## src/rtl/imem_load_ctrl.sv

```systemverilog
`default_nettype none
// ============================================================================
//  Module   : imem_load_ctrl
//  Purpose  : Owns the single address/write port of the instruction ROM.
//             In RUN the CPU fetch address goes straight to the ROM.  On a
//             load request the CPU is held, a UART byte stream is packed
//             little-endian into 32-bit words and written from word 0
//             upward, and the CPU is released once the stream goes idle.
//  Ports    : clock_i        system clock (posedge)
//             reset_i        synchronous reset, active low
//             load_req_i     enter load mode (honoured only in RUN)
//             rx_valid_i     one-cycle strobe qualifying rx_data_i
//             rx_data_i      received byte
//             fetch_addr_i   CPU fetch word address (PC[15:2])
//             imem_addr_o    ROM word address
//             imem_wdata_o   ROM write data (registered)
//             imem_we_o      ROM write enable, single-cycle pulses
//             cpu_hold_o     holds the CPU in reset while high (registered)
//             load_busy_o    high in every state except RUN
//             words_loaded_o words written by the current/last load
//             overflow_o     sticky: a word arrived after the ROM was full
//  Revision : 1.0  initial release
// ============================================================================
module imem_load_ctrl #(
  parameter int ADDR_W  = 14,
  parameter int TIMEOUT = 1000000
) (
  input  logic              clock_i,
  input  logic              reset_i,
  input  logic              load_req_i,
  input  logic              rx_valid_i,
  input  logic [7:0]        rx_data_i,
  input  logic [ADDR_W-1:0] fetch_addr_i,
  output logic [ADDR_W-1:0] imem_addr_o,
  output logic [31:0]       imem_wdata_o,
  output logic              imem_we_o,
  output logic              cpu_hold_o,
  output logic              load_busy_o,
  output logic [ADDR_W:0]   words_loaded_o,
  output logic              overflow_o
);

  localparam int              IDLE_W    = (TIMEOUT > 2) ? $clog2(TIMEOUT) : 1;
  localparam logic [IDLE_W-1:0] IDLE_LAST = IDLE_W'(TIMEOUT - 1);

  typedef enum logic [2:0] {
    RUN     = 3'd0,
    ARM     = 3'd1,
    COLLECT = 3'd2,
    FLUSH   = 3'd3,
    RELEASE = 3'd4
  } state_e;

  state_e              state_q,      state_d;
  logic [ADDR_W:0]     wr_ptr_q,     wr_ptr_d;
  logic [1:0]          byte_cnt_q,   byte_cnt_d;
  logic [IDLE_W-1:0]   idle_cnt_q,   idle_cnt_d;
  logic [23:0]         assemble_q,   assemble_d;
  logic [31:0]         wdata_q,      wdata_d;
  logic                write_pend_q, write_pend_d;
  logic                cpu_hold_q,   cpu_hold_d;
  logic                overflow_q,   overflow_d;

  logic                write_slot;
  logic                rom_full;
  logic                byte_accept;

  // The pointer counts up to DEPTH inclusive; its MSB alone flags "full".
  assign rom_full    = wr_ptr_q[ADDR_W];
  // A word is retired either one cycle after its 4th byte or in FLUSH.
  assign write_slot  = write_pend_q | (state_q == FLUSH);
  assign byte_accept = rx_valid_i & ((state_q == ARM) | (state_q == COLLECT));

  // --------------------------------------------------------------------------
  // Next-state / datapath logic
  // --------------------------------------------------------------------------
  always_comb begin
    state_d      = state_q;
    wr_ptr_d     = wr_ptr_q;
    byte_cnt_d   = byte_cnt_q;
    idle_cnt_d   = idle_cnt_q;
    assemble_d   = assemble_q;
    wdata_d      = wdata_q;
    write_pend_d = 1'b0;
    cpu_hold_d   = cpu_hold_q;
    overflow_d   = overflow_q;

    // Retire a word: advance the pointer, or flag overflow when full.
    if (write_slot) begin
      if (rom_full) begin
        overflow_d = 1'b1;
      end else begin
        wr_ptr_d = wr_ptr_q + 1'b1;
      end
    end

    // Byte packing runs alongside a pending write, so a back-to-back
    // stream never stalls.  The assembly register is cleared on each
    // completed word so that a later flush zero-pads the missing bytes.
    if (byte_accept) begin
      byte_cnt_d = byte_cnt_q + 1'b1;
      case (byte_cnt_q)
        2'd0: assemble_d[7:0]   = rx_data_i;
        2'd1: assemble_d[15:8]  = rx_data_i;
        2'd2: assemble_d[23:16] = rx_data_i;
        default: begin
          wdata_d      = {rx_data_i, assemble_q};
          write_pend_d = 1'b1;
          assemble_d   = 24'h0;
        end
      endcase
    end

    case (state_q)
      RUN: begin
        if (load_req_i) begin
          state_d    = ARM;
          cpu_hold_d = 1'b1;
          wr_ptr_d   = '0;
          byte_cnt_d = 2'd0;
          idle_cnt_d = '0;
          assemble_d = 24'h0;
          overflow_d = 1'b0;
        end
      end

      // No timeout here: the loader may take arbitrarily long to start.
      ARM: begin
        if (rx_valid_i) begin
          state_d    = COLLECT;
          idle_cnt_d = '0;
        end
      end

      COLLECT: begin
        if (rx_valid_i) begin
          idle_cnt_d = '0;
        end else if (idle_cnt_q == IDLE_LAST) begin
          // Hold at the limit until any pending write has retired.
          if (!write_pend_q) begin
            if (byte_cnt_q != 2'd0) begin
              state_d    = FLUSH;
              wdata_d    = {8'h00, assemble_q};
              byte_cnt_d = 2'd0;
              assemble_d = 24'h0;
            end else begin
              state_d = RELEASE;
            end
          end
        end else begin
          idle_cnt_d = idle_cnt_q + 1'b1;
        end
      end

      FLUSH: begin
        state_d = RELEASE;
      end

      RELEASE: begin
        state_d    = RUN;
        cpu_hold_d = 1'b0;
      end

      default: begin
        state_d = RUN;
      end
    endcase
  end

  // --------------------------------------------------------------------------
  // State registers
  // --------------------------------------------------------------------------
  always_ff @(posedge clock_i) begin
    if (!reset_i) begin
      state_q      <= RUN;
      wr_ptr_q     <= '0;
      byte_cnt_q   <= 2'd0;
      idle_cnt_q   <= '0;
      assemble_q   <= 24'h0;
      wdata_q      <= 32'h0;
      write_pend_q <= 1'b0;
      cpu_hold_q   <= 1'b0;
      overflow_q   <= 1'b0;
    end else begin
      state_q      <= state_d;
      wr_ptr_q     <= wr_ptr_d;
      byte_cnt_q   <= byte_cnt_d;
      idle_cnt_q   <= idle_cnt_d;
      assemble_q   <= assemble_d;
      wdata_q      <= wdata_d;
      write_pend_q <= write_pend_d;
      cpu_hold_q   <= cpu_hold_d;
      overflow_q   <= overflow_d;
    end
  end

  // --------------------------------------------------------------------------
  // Outputs
  // --------------------------------------------------------------------------
  // Outside RUN the ROM address is always the write pointer, which is
  // exactly what a write pulse needs and harmless otherwise.
  assign imem_addr_o    = (state_q == RUN) ? fetch_addr_i : wr_ptr_q[ADDR_W-1:0];
  assign imem_wdata_o   = wdata_q;
  assign imem_we_o      = write_slot & ~rom_full;
  assign cpu_hold_o     = cpu_hold_q;
  assign load_busy_o    = (state_q != RUN);
  // Words written always equals the write pointer, which is only
  // cleared by the next load request.
  assign words_loaded_o = wr_ptr_q;
  assign overflow_o     = overflow_q;

endmodule
`default_nettype wire

```

## config.mk

```make
export PLATFORM = sky130hd
export DESIGN_NAME = imem_load_ctrl
export DESIGN_NICKNAME = d
export VERILOG_FILES = /design/src/rtl/imem_load_ctrl.sv
export SDC_FILE = /design/constraint.sdc
export NUM_CORES = 1
export LEC_CHECK = 0
export CORE_UTILIZATION = 45
export CTS_BUF_LIST = sky130_fd_sc_hd__clkbuf_16
export CTS_CLUSTER_DIAMETER = 40
export DETAILED_ROUTE_END_ITERATION = 6
export HOLD_SLACK_MARGIN = 0.02
export PLACE_DENSITY_LB_ADDON = 0.3
export SETUP_SLACK_MARGIN = 0.1
export SLEW_MARGIN = 20
export SYNTH_ARGS = -nofsm -noshare
export SYNTH_HDL_FRONTEND = slang
export SYNTH_SLANG_ARGS = --single-unit
```

## constraint.sdc

```tcl
create_clock -name clock_i -period 3.5 [get_ports clock_i]
set_input_delay 0.525 -clock clock_i [delete_from_list [all_inputs] [get_ports clock_i]]
set_output_delay 0.525 -clock clock_i [all_outputs]
set_load 0.005 [all_outputs]
```

Yosys cells after proc, flatten, opt, wreduce, memory -nomap -nowiden
Cells that the tools add are included.

word-level totals
  bits in registers = 99
  input bits = 26
  output and inout port bits = 65
  logic and storage cells = 92

cells by class
  add/subtract/negate cells = 3
  equal/unequal tests = 13
  mux-type cells = 48
  bitwise logic cells = 5
  reduce and logical (&&, ||, !) cells = 14

operator list
  kind                     number
  $mux W32                 7
  $mux W24                 6
  $mux W20                 4
  $mux W15                 4
  $pmux W20 S3             1
  $pmux W24 S2             1
  $pmux W8 S2              3
  $add A20 B1 Y20 const B  1
  $eq A20 B20 Y1 const B   1
  $mux W3                  6
  $add A15 B1 Y15 const B  1
  $mux W14                 1
  $mux W2                  6
  $pmux W3 S4              1
  $ne A2 B2 Y1 const B     4
  $eq A3 B2 Y1 const B     2
  $mux W1                  6
  $reduce_bool A3 Y1       2
  $reduce_or A2 Y1         3
  $reduce_and A5 Y1        1
  $pmux W2 S2              1
  $reduce_and A2 Y1        2
  $reduce_and A4 Y1        1
  $reduce_bool A2 Y1       2
  other kinds (14)         16

Logic depth before layout (Yosys ltp)
  depth in word-level cells = 9
  gate-level depth with buffers = 9
  mapped depth without buffers = 6

Worst setup path before layout
Ideal clock, no wire load.

  path kind = register to output
  from = reg state_q[1]
  to = out imem_addr_o[10]
  arrival = 1.637 ns
  required time = 2.975 ns
  setup slack = 1.338 ns
  stages on the path, launching flop included = 5
  path buffers = 2
  cell sequence = dfxtp_1 -> clkbuf_8 -> nor3_2 -> clkbuf_1 -> mux2_2

between the ends
  cells in the longest elaborated chain, start to end = 2

ends and longest elaborated chain
  what                      line  text
  start: declaration        54    state_e state_q, state_d;
  start signal: assignment  185   state_q <= state_d;
  $logic_not A3 Y1          202   assign imem_addr_o = (state_q == RUN) ? fetch_addr_i : wr_ptr_q[ADDR_W-1:0];
  $mux W14                  202
  end: declaration          34    output logic [ADDR_W-1:0] imem_addr_o,

No other way between the ends.

Final worst setup path
  from = reg state_q[1]
  to = out imem_addr_o[9]

Same word-level chain as after synthesis.

==> impl_metrics.json <==
{
  "outcome": "complete, no violations",
  "finalNonFillerCells": 733,
  "grt_overflow": 0,
  "p_comb_frac": 0.098,
  "worstPathMaxFanout": 17,
  "pre_cts_slack_ns": 0.5501,
  "fmax_mhz": 370.2,
  "syn_avg_cell_area_um2": 9.275,
  "fill_cells": 932,
  "io_pins": 91,
  "vias_per_cell": 5.727,
  "dpl.hpwl_um": 7934,
  "drcViolationCount": 0,
  "period_needed_ns": 2.701,
  "synthArstFlopShare": 0,
  "antenna_cells": 0,
  "p_int_mw": 1.753,
  "leakage_nw": 2.158,
  "syn_to_final_growth_pct": 24.50,
  "core_area_um2": 10370,
  "ys_types": 61,
  "ys.flop_type": "dfxtp_1",
  "die-area_um2": 11160,
  "p_seq_frac": 0.486,
  "grt_usage": 0.2095,
  "fin_util": 0.5801,
  "initial_core_util": 0.4660,
  "worst_slack_ns": 0.7989,
  "grt_max_degree": 50,
  "dr.pass1.iters": 5,
  "yosys.area_share.xor_xnor": 0.01631,
  "slew_viol_final": 0,
  "wire_per_inst_um": 15.51,
  "placed_area_um2": 5710,
  "vias": 4198,
  "cp.arrival_ns": 2.18,
  "yosysWarnings": 0,
  "postSynthCellCount": 521,
  "tightest_slew_ns": 1.068,
  "power_mw": 2.365,
  "synth_area_leaders": "dfxtp_1 (41%), mux2i_1 (8.3%), nand2_1 (5.0%)",
  "required_ns": 2.97,
  "synthMuxAreaShare": 0.1132,
  "cts_buffer_depth": 2,
  "cp-end-kind": "primary output",
  "setup_viol": 0,
  "slew_headroom": 0.2861,
  "hold_viol": 0,
  "htreeDepth": 3,
  "rsz0062_at_grt": "no",
  "cts_sinks": 99,
  "insertion_delay_ns": 0.35,
  "fin_crit_sh": 0.7717,
  "dp_cells": 717,
  "grt_pass1_wl_um": 18620,
  "synth_edf_count": 0,
  "power.density_nw_per_um2": 393.1,
  "clk_pin_slew_ns": 0.07,
  "drive_gt1_frac": 0.08878,
  "final_common_cell": "dfxtp_1",
  "synth_compound_area_frac": 0.1888,
  "tns_ns": 0,
  "swShare": 0.2589,
  "hold-worst-slack_ns": 0.4565,
  "critical_path_class": "flop to primary output",
  "synth.top_cell.area_share": 0.4102,
  "p_switching_mw": 0.6123,
  "cts_root_buf": "clkbuf_16",
  "syn-cell-area_um2": 4832,
  "die_x_um": 105.6,
  "final_cell_mix": "dfxtp_1 (99), clkdlybuf4s50_1 (89), nand2_1 (64)",
  "hp-class": "flop to flop",
  "max-cap-violations": 0,
  "ant_nets": 0,
  "final_area_um2": 6016,
  "num-nets-final": 624,
  "port_buffers": 90,
  "crit_path_start_kind": "flop",
  "numCtsBuffers": 9,
  "totalWireLength_um": 11370,
  "antenna_found_initial": 0,
  "grt_pass1_vias": 3908,
  "clock_skew_ns": 0.01083,
  "ir_worst_vdd_uv": 236.8,
  "power_frac_clock": 0.416,
  "cts_tree": "yes",
  "synth_top_family_by_area": "simple AND/OR/NAND/NOR gates",
  "post_cts_buffers": 0,
  "synth-simple-area-share": 0.1955,
  "ys_seq_area_frac": 0.4102,
  "synthAdderAreaFrac": 0.01554,
  "synth_largest_area_cell": "dfxtp_1",
  "num_rows": 37,
  "postCtsHoldBufs": 0,
  "ys_ff_latch": 99,
  "cts_resized": 0,
  "gp_congestion": 0.8136,
  "dieHeight_um": 105.6,
  "drt_iter0_drc": 130,
  "synth_fp_nets": 553
}
state kept, by name, indices dropped and copies added (netlist names):
signal and count:
imem_wdata_o 32, assemble_q 24, idle_cnt_q 20, words_loaded_o 15, state_q 3, byte_cnt_q 2, cpu_hold_o 1, overflow_o 1
write_pend_q 1
cell usage after synthesis (7+ instances only):
| cell | n |
|---|---|
| o2111ai_1 | 7 |
| mux2_2 | 13 |
| nand2_1 | 64 |
| a22oi_1 | 24 |
| a21oi_1 | 27 |
| dfxtp_1 | 99 |
| o31ai_1 | 8 |
| a211oi_1 | 27 |
| nand3_1 | 17 |
| or3_1 | 12 |
| nor2_1 | 23 |
| nand4_1 | 8 |
| o21ai_0 | 13 |
| inv_1 | 15 |
| clkbuf_1 | 15 |
| mux2i_1 | 40 |
| or4_1 | 7 |
layout make-up:
| type | count | area (um^2) | area share |
|---|---|---|---|
| clock buffer | 9 | 225.2 | 0.03744 |
| clock inverter | 7 | 80.08 | 0.01331 |
| inverter | 15 | 56.30 | 0.009359 |
| multi-input combinational | 372 | 2569 | 0.4270 |
| sequential | 99 | 1982 | 0.3295 |
| tap | 136 | 170.2 | 0.02829 |
| timing repair buffer | 95 | 933.4 | 0.1552 |
power by group through the flow:
stage	combinational (mW)	sequential [mW]	clock, mW
global route	0.253	1.15	1.07
global placement	0.227	1.17	0
finish	0.233	1.15	0.984
floorplan	0.146	1.17	0
detailed placement	0.233	1.17	0
CTS	0.234	1.15	1.01
routing by layer:
metal | share of wire | up-vias | global-route usage | wire, um
met5 | 0 | - | 0 | 0
met4 | 0.010 | 0 | 0.07738 | 114
met3 | 0.046 | 6 | 0.05195 | 525
met2 | 0.50 | 101 | 0.3581 | 5717
met1 | 0.44 | 2010 | 0.2541 | 5012
li1 | - | 2081 | - | -
cell families after synthesis:
group	Yosys count
and+or+nand+nor	177
xor gates and xnor gates	9
DFF	99
AOI/OAI and AO/OA	127
muxes	53
adders and majority gates	6
buffers and inverters	50
critical path: stages (launching register included):
cell             delay, ns
dfxtp_1               0.50
nor3_2                0.25
buf_4                 0.26
mux2_2                0.37
clkdlybuf4s50_1       0.45
final timing paths:
| path | from | end | slack [ns] | cells past startpoint |
|---|---|---|---|---|
| setup reg to reg | state_q[1]$_SDFFE_PN0P_ | idle_cnt_q[8]$_SDFFE_PN0P_ | 0.91 | 4 |
| hold reg to reg | assemble_q[15]$_SDFF_PN0_ | imem_wdata_o[15]$_SDFF_PN0_ | 0.46 | 2 |
| hold / removal | assemble_q[15]$_SDFF_PN0_ | imem_wdata_o[15]$_SDFF_PN0_ | 0.46 | 2 |
| setup / recovery | state_q[1]$_SDFFE_PN0P_ | imem_addr_o[9] | 0.80 | 4 |
No activity file was read; power rests on OpenSTA's default activity.
